--- src/rtl/tx_gear_nx_pkg.sv ---
// Shared state encoding, parameter checks and helpers for the tx_gear_nx
// transmit gearbox.
package tx_gear_nx_pkg;

    typedef enum logic [1:0] {
        ST_IDLE  = 2'd0,
        ST_PRIME = 2'd1,
        ST_RUN   = 2'd2
    } state_t;

    localparam int MAX_GWIDTH = 64;
    localparam int HOLD_W     = 8;

    // Bit n of this mask is set when RATIO = n is supported.
    localparam int LEGAL_RATIO_MASK = 32'h0000_0014;

    function automatic int clog2_f(input int value);
        int result;
        result = 0;
        for (int i = 0; i < 31; i++) begin
            if ((1 << i) < value) begin
                result = i + 1;
            end
        end
        return result;
    endfunction

    function automatic bit ratio_is_legal(input int ratio);
        return (ratio > 0) && (ratio < 32) && (((LEGAL_RATIO_MASK >> ratio) & 1) == 1);
    endfunction

    function automatic logic [MAX_GWIDTH-1:0] idle_word(input int gwidth, input int ei_bit);
        logic [MAX_GWIDTH-1:0] w;
        w = (ei_bit < gwidth) ? (64'd1 << ei_bit) : '0;
        return w;
    endfunction

endpackage

--- src/rtl/tx_gear_nx_rf.sv ---
// Elastic word store for tx_gear_nx: one write port, one combinational read
// port, storage not reset.
module tx_gear_nx_rf
    import tx_gear_nx_pkg::*;
#(
    parameter int DEPTH = 4,
    parameter int WIDTH = 20,
    parameter int AW    = clog2_f(DEPTH)
) (
    input  logic             clk_250,
    input  logic             we,
    input  logic [AW-1:0]    waddr,
    input  logic [WIDTH-1:0] wdata,
    input  logic [AW-1:0]    raddr,
    output logic [WIDTH-1:0] rdata
);

    logic [WIDTH-1:0] mem_q [DEPTH];

    always_ff @(posedge clk_250) begin
        if (we) begin
            mem_q[waddr] <= wdata;
        end
    end

    assign rdata = mem_q[raddr];

endmodule

--- src/rtl/tx_gear_nx.sv ---
// PCIe PHY TX gearbox: buffers wide words and emits one GWIDTH slice per lane
// per clk_250 cycle. Define TX_GEAR_NX_STATUS_EN to expose fill/ovf/unf.
module tx_gear_nx
    import tx_gear_nx_pkg::*;
#(
    parameter int GWIDTH  = 10,
    parameter int RATIO   = 2,
    parameter int LANES   = 1,
    parameter int DEPTH   = 4,
    parameter int HOLDOFF = 8,
    parameter int EI_BIT  = 9
) (
    input  logic                          clk_250,
    input  logic                          rst_n,
    input  logic                          drate_enable,
    input  logic                          in_valid,
    input  logic [LANES*RATIO*GWIDTH-1:0] data_in,
    output logic [LANES*GWIDTH-1:0]       data_out,
    output logic                          out_valid,
    output logic [clog2_f(DEPTH):0]       fill,
    output logic                          ovf,
    output logic                          unf
);

    localparam int  AW       = clog2_f(DEPTH);
    localparam int  FW       = AW + 1;
    localparam int  SW       = clog2_f(RATIO);
    localparam int  WW       = LANES * RATIO * GWIDTH;
    localparam bit  RATIO_OK = ratio_is_legal(RATIO);

    localparam logic [GWIDTH-1:0]       IW        = GWIDTH'(idle_word(GWIDTH, EI_BIT));
    localparam logic [LANES*GWIDTH-1:0] IDLE_OUT  = {LANES{IW}};
    localparam logic [SW-1:0]           SL_LAST   = SW'(RATIO - 1);
    localparam logic [HOLD_W-1:0]       HOLD_LAST = HOLD_W'(HOLDOFF - 1);
    localparam logic [FW-1:0]           FILL_MAX  = FW'(DEPTH);

    if (!RATIO_OK) begin : g_bad_ratio
        $error("tx_gear_nx: RATIO must be 2 or 4");
    end

    state_t                   state_q, state_d;
    logic [AW-1:0]            wr_ptr_q, wr_ptr_d;
    logic [AW-1:0]            rd_ptr_q, rd_ptr_d;
    logic [FW-1:0]            fill_q, fill_d;
    logic [SW-1:0]            sl_idx_q, sl_idx_d;
    logic [HOLD_W-1:0]        hold_q, hold_d;
    logic [LANES*GWIDTH-1:0]  data_out_q, data_out_d;
    logic                     out_valid_q, out_valid_d;

    logic                     push_req;
    logic                     push;
    logic                     pop;
    logic                     full;
    logic                     underflow;
    logic [WW-1:0]            rd_word;
    logic [LANES*GWIDTH-1:0]  run_word;

    tx_gear_nx_rf #(
        .DEPTH (DEPTH),
        .WIDTH (WW),
        .AW    (AW)
    ) u_rf (
        .clk_250 (clk_250),
        .we      (push),
        .waddr   (wr_ptr_q),
        .wdata   (data_in),
        .raddr   (rd_ptr_q),
        .rdata   (rd_word)
    );

    // All lanes share sl_idx, so they always present the same slice number.
    for (genvar l = 0; l < LANES; l++) begin : g_lane
        logic [GWIDTH-1:0] slices [RATIO];
        for (genvar k = 0; k < RATIO; k++) begin : g_slice
            assign slices[k] = rd_word[(l*RATIO + k)*GWIDTH +: GWIDTH];
        end
        assign run_word[l*GWIDTH +: GWIDTH] = slices[sl_idx_q];
    end

    assign full      = (fill_q == FILL_MAX);
    assign underflow = (state_q == ST_RUN) && (sl_idx_q == '0) && (fill_q == '0);

    always_comb begin
        state_d     = state_q;
        wr_ptr_d    = wr_ptr_q;
        rd_ptr_d    = rd_ptr_q;
        sl_idx_d    = sl_idx_q;
        hold_d      = hold_q;
        data_out_d  = IDLE_OUT;
        out_valid_d = 1'b0;
        push_req    = 1'b0;
        pop         = 1'b0;

        case (state_q)
            ST_IDLE: begin
                if (drate_enable) begin
                    state_d = ST_PRIME;
                    hold_d  = '0;
                end
            end
            ST_PRIME: begin
                push_req = in_valid;
                if (hold_q != '1) begin
                    hold_d = hold_q + 1'b1;
                end
                if ((hold_q >= HOLD_LAST) && (fill_q >= FW'(2))) begin
                    state_d = ST_RUN;
                end
            end
            ST_RUN: begin
                push_req = in_valid;
                if (underflow) begin
                    state_d = ST_PRIME;
                    hold_d  = '0;
                end else begin
                    data_out_d  = run_word;
                    out_valid_d = 1'b1;
                    if (sl_idx_q == SL_LAST) begin
                        sl_idx_d = '0;
                        pop      = 1'b1;
                    end else begin
                        sl_idx_d = sl_idx_q + 1'b1;
                    end
                end
            end
            default: begin
                state_d = ST_IDLE;
            end
        endcase

        // A pop in the same cycle frees the slot, so a full buffer still accepts.
        push = push_req && (!full || pop);
        if (push) begin
            wr_ptr_d = wr_ptr_q + 1'b1;
        end
        if (pop) begin
            rd_ptr_d = rd_ptr_q + 1'b1;
        end
        fill_d = fill_q + FW'(push) - FW'(pop);

        if (!drate_enable) begin
            state_d  = ST_IDLE;
            wr_ptr_d = '0;
            rd_ptr_d = '0;
            fill_d   = '0;
            sl_idx_d = '0;
            hold_d   = '0;
        end
    end

    always_ff @(posedge clk_250 or negedge rst_n) begin
        if (!rst_n) begin
            state_q     <= ST_IDLE;
            wr_ptr_q    <= '0;
            rd_ptr_q    <= '0;
            fill_q      <= '0;
            sl_idx_q    <= '0;
            hold_q      <= '0;
            data_out_q  <= IDLE_OUT;
            out_valid_q <= 1'b0;
        end else begin
            state_q     <= state_d;
            wr_ptr_q    <= wr_ptr_d;
            rd_ptr_q    <= rd_ptr_d;
            fill_q      <= fill_d;
            sl_idx_q    <= sl_idx_d;
            hold_q      <= hold_d;
            data_out_q  <= data_out_d;
            out_valid_q <= out_valid_d;
        end
    end

    assign data_out  = data_out_q;
    assign out_valid = out_valid_q;

`ifdef TX_GEAR_NX_STATUS_EN
    logic ovf_q, ovf_d;
    logic unf_q, unf_d;

    // Flags are sticky until the next IDLE->PRIME entry.
    always_comb begin
        ovf_d = ovf_q;
        unf_d = unf_q;
        if ((state_q == ST_IDLE) && drate_enable) begin
            ovf_d = 1'b0;
            unf_d = 1'b0;
        end else begin
            if (push_req && full && !pop) begin
                ovf_d = 1'b1;
            end
            if (underflow) begin
                unf_d = 1'b1;
            end
        end
    end

    always_ff @(posedge clk_250 or negedge rst_n) begin
        if (!rst_n) begin
            ovf_q <= 1'b0;
            unf_q <= 1'b0;
        end else begin
            ovf_q <= ovf_d;
            unf_q <= unf_d;
        end
    end

    assign ovf  = ovf_q;
    assign unf  = unf_q;
    assign fill = fill_q;
`else
    assign ovf  = 1'b0;
    assign unf  = 1'b0;
    assign fill = '0;
`endif

endmodule
--- config.mk ---
export PLATFORM = sky130hd
export DESIGN_NAME = tx_gear_nx
export DESIGN_NICKNAME = d
export VERILOG_FILES = /design/src/rtl/tx_gear_nx_pkg.sv /design/src/rtl/tx_gear_nx_rf.sv /design/src/rtl/tx_gear_nx.sv
export SDC_FILE = /design/constraint.sdc
export NUM_CORES = 1
export LEC_CHECK = 0
export CAP_MARGIN = 0
export CORE_MARGIN = 2
export CORE_UTILIZATION = 45
export DETAILED_ROUTE_END_ITERATION = 10
export GPL_ROUTABILITY_DRIVEN = 0
export PLACE_DENSITY_LB_ADDON = 0.3
export SLEW_MARGIN = 10
export SYNTH_ARGS = -nofsm -noshare
export SYNTH_HDL_FRONTEND = slang
export SYNTH_SLANG_ARGS = --single-unit
--- constraint.sdc ---
create_clock -name clk_250 -period 5.6 [get_ports clk_250]
set_input_delay 1.12 -clock clk_250 [delete_from_list [all_inputs] [get_ports clk_250]]
set_output_delay 1.12 -clock clk_250 [all_outputs]
set_load 0.02 [all_outputs]
==> summary by stage <==
Run status
The run finished with clean final reports.

Yosys
Summing the sequential cell areas from Yosys gives 70.4% of the chip area. After synthesis the cells add up to 4440 um2. The number of warning messages in the yosys log is 0.

The count of state elements after synthesis is 109. Each instance of the synthesized netlist takes up on average 17.3 um2. After synthesis, the netlist uses 36 different library cells. Counting every instance in the synthesized netlist gives 257.

Worst setup path
The critical path launch point type is an input pin. Together, buffers and inverters on the worst path number 1. Measured in cells, the most critical reg-to-reg path has a length of 3. The timing startpoint of the critical path is in_valid. In this run the number of cells on the critical path is 4. The critical path class is in -> reg.

The endpoint identified for the worst register-to-register timing path is u_rf.mem_q[3][6]. Of all nets on the critical path, the largest fanout is 20. For this run, the slowest stage of the critical path takes 0.93 ns. The worst register-to-register path has a setup slack of 2.60 ns. The critical path ends at u_rf.mem_q[3][6].

Data on the critical path is required at its endpoint by 5.59 ns. The launch instance of the worst register-to-register path is sl_idx_q. Among all stages on the critical path, the largest delay is contributed by and2_1. Traced cell by cell, the critical path runs through clkdlybuf4s50_1 -> nand2_1 -> a31oi_1 -> and2_1. The endpoint arrival time on the critical path is 3.01 ns. The dominant delay contributor by cell family on the critical path is simple AND/OR/NAND/NOR gates. The critical path capture point type is a register.

Placed design
Timing analysis after detailed placement gives a worst setup slack of 2.13 ns. The count of port buffers added during placement is 34. After detailed placement, the design holds a cell count of 417.

The sum of net half-perimeters after detailed placement is 4600 um.

Timing
The final count of pins violating max slew is 0. Subtracting the final worst setup slack from the clock period gives 3.02 ns. After layout, the worst path uses 53.9% of the clock period. The setup total negative slack is 0 ns. After layout, the worst setup slack is 2.58 ns. The final count of hold timing violations is 0.

The worst clock skew on the final layout is 0.00999 ns. Setup repair after global routing left no endpoint under its margin. The worst slew margin relative to its limit is 28.8%.

For the pin with the worst max-slew slack, the measured transition is 1.07 ns. Setup violations remaining at the end of the flow were counted as 0. Timing would allow up to 0.331 GHz.

Layout
The leading cell type in the layout, fill and taps excluded is edfxtp_1. In the layout the commonest cells are 80 x edfxtp_1, 34 x clkdlybuf4s50_1, 28 x dfrtp_1, 20 x mux4_2, 18 x nor2_1. Of the cells placed in the final design, the portion with a size suffix greater than 1 is 14.7%. The layout has 810 filler cells. The post-route core utilization is 52.9%.

The number of diodes is 0. From synthesis to final layout, the design area changed by 15.4%. After the last flow step, the layout net total stands at 331. After the flow finishes, the layout carries non-filler instances totaling 433.

CTS
The post-CTS resize count is 0. The maximum root-to-sink buffer count is 2. The clock latency on the worst-skew pair is 0.37 ns.

The number of hold-repair buffers added at the cts stage is 0. The number of setup buffers added after CTS is 0. Clock-pin slew was measured on the worst setup and hold paths at 0.11 ns.

The number of buffers added by the clock tree synthesis step is 9. For this design, the sink count on the clock tree is 109. In this run the clock root is driven by a clkbuf_8. The CTS tree is done. The H-tree was split into 3 levels.

Routing
In this run the remaining antenna-violating nets after routing total 0. The vias per cell is 5.12. The length of the first detailed-routing pass in iterations is 4. The detailed router finished its first iteration with 94 violations. Summed over all layers, the routed wires come to 7390 um.

The vias after detailed routing is 2217. In the routed design, unresolved DRC markers number 0. Dividing the detail-routed wire length by the instance count gives 17.1 um.

Global routing
The maximum number of pins on one net before global-route repair is 30. In the global route stage, overall resource usage came out at 15.4%. The via count of the first global-routing pass came to 2312.

The global route total overflow is 0. The first global-routing pass estimated 12000 um of wire. The initial antenna violation count came to 0.

Floorplan
The starting density of the core is 45.9%. The floorplan step defined a die boundary enclosing 10700 um2. The vertical die dimension is 103 um. The die is 103 um wide.

The number of rows created at floorplan is 36. The region available for standard cell placement spans 9680 um2. For this design the top-level I/O count stands at 40.

Power and ir drop
The total power density per cell area is 341 nW/um2. The largest voltage drop on the vdd net is 0.197 mV. The design draws 0.00175 W. The leakage power total is 1.78 nW.

Worst hold path
The classification of the worst-slack hold path is reg -> reg.

Job
The number of maximum-capacitance violations is 0.
[final cells by class]
class	instances	area [um2]	share of cell area [%]
multi-input cells	126	1210	23.6
repair buffers	36	355	6.93
well taps	133	166	3.25
flip-flops and latches	109	3130	61.0
clock inverters	7	93.8	1.83
inverters	13	48.8	0.952
clock buffers	9	124	2.42
[worst reg2reg max path, stage by stage (launching register included)]
cell,delay (ns)
dfrtp_1,0.95
nand2_1,0.23
a31oi_1,0.52
and2_1,0.93
[Yosys cell counts, drive strengths merged]
master   n  area (um2)
o211ai   1        12.5
nand3    4        20.0
nand2b   1        6.26
a21oi    7        35.0
o41ai    1        27.5
or4      3        22.5
conb     1        3.75
or3      5        31.3
nor2    18        67.6
and2     6        37.5
nand4    3        18.8
or3b     1        8.76
xor2     2        17.5
o21a     1        7.51
o31a     1        8.76
dfstp    1        26.3
o21ai    6        30.0
buf      8        52.6
edfxtp  80        2400
a31oi    1        6.26
nor3b    1        7.51
inv     13        48.8
fa       1        20.0
mux4    20         450
o32ai    1        8.76
clkbuf   5        18.8
nor4     1        6.26
ha      11         138
nand2    7        26.3
mux2i   12         120
o31ai    2        15.0
mux2     1        11.3
xnor2    2        17.5
o221a    1        11.3
dfrtp   28         701
[state kept, by name (all words and copies together), names as in the netlist]
register,cells
sl_idx_q,1
fill_q,3
data_out,10
out_valid,1
wr_ptr_q,2
hold_q,8
state_q,2
u_rf.mem_q,80
rd_ptr_q,2
[cell families after synthesis]
family | Yosys count | share of synthesized area, %
AO/OA/AOI/OAI | 22 | 3.66
XOR/XNOR | 4 | 0.789
adder cells (fa/ha/maj) | 12 | 3.55
buffers and inverters | 26 | 2.70
flip-flops | 109 | 70.4
multiplexers | 33 | 13.1
other | 1 | 0.0844
AND/OR/NAND/NOR | 50 | 5.69
[per-layer routing]
| layer | GRT usage [%] | routed length, um | vias up |
|---|---|---|---|
| met5 | 0 | 0 | - |
| li1 | - | - | 1040 |
| met3 | 3.97 | 296 | 8 |
| met1 | 19.8 | 3230 | 1119 |
| met4 | 3.95 | 85 | 0 |
| met2 | 26.5 | 3780 | 50 |
[power breakdown]
part           switching, W  internal [W]  leakage [nW]  total (W)
Clock              0.000299      0.000185         0.108   0.000484
Sequential        0.0000380      0.000949          1.12   0.000987
Combinational      0.000156      0.000119         0.546   0.000275
[per-stage QoR]
step                instance area (um2)  hold slack [ns]
finish                             5130            0.546
global route                       5130            0.579
CTS                                5130            0.551
detailed placement                 4910            0.524
global placement                   4910            0.515
floorplan                          4460            0.492
[how the worst min path moves through the flow]
| stage | end | startpoint | cells past startpoint | slack (ns) |
|---|---|---|---|---|
| 3_5_place_dp | state_q[0] | state_q[0] | 1 | 0.52 |
| 3_3_place_gp | state_q[0] | state_q[0] | 1 | 0.52 |
| 4_1_cts | state_q[0] | state_q[0] | 1 | 0.55 |
| 5_1_grt | state_q[0] | state_q[0] | 1 | 0.58 |
| 6_report | state_q[0] | state_q[0] | 1 | 0.55 |
| 2_1_floorplan | state_q[0] | state_q[0] | 1 | 0.49 |
Note: power is estimated with default switching activity, not from simulation.
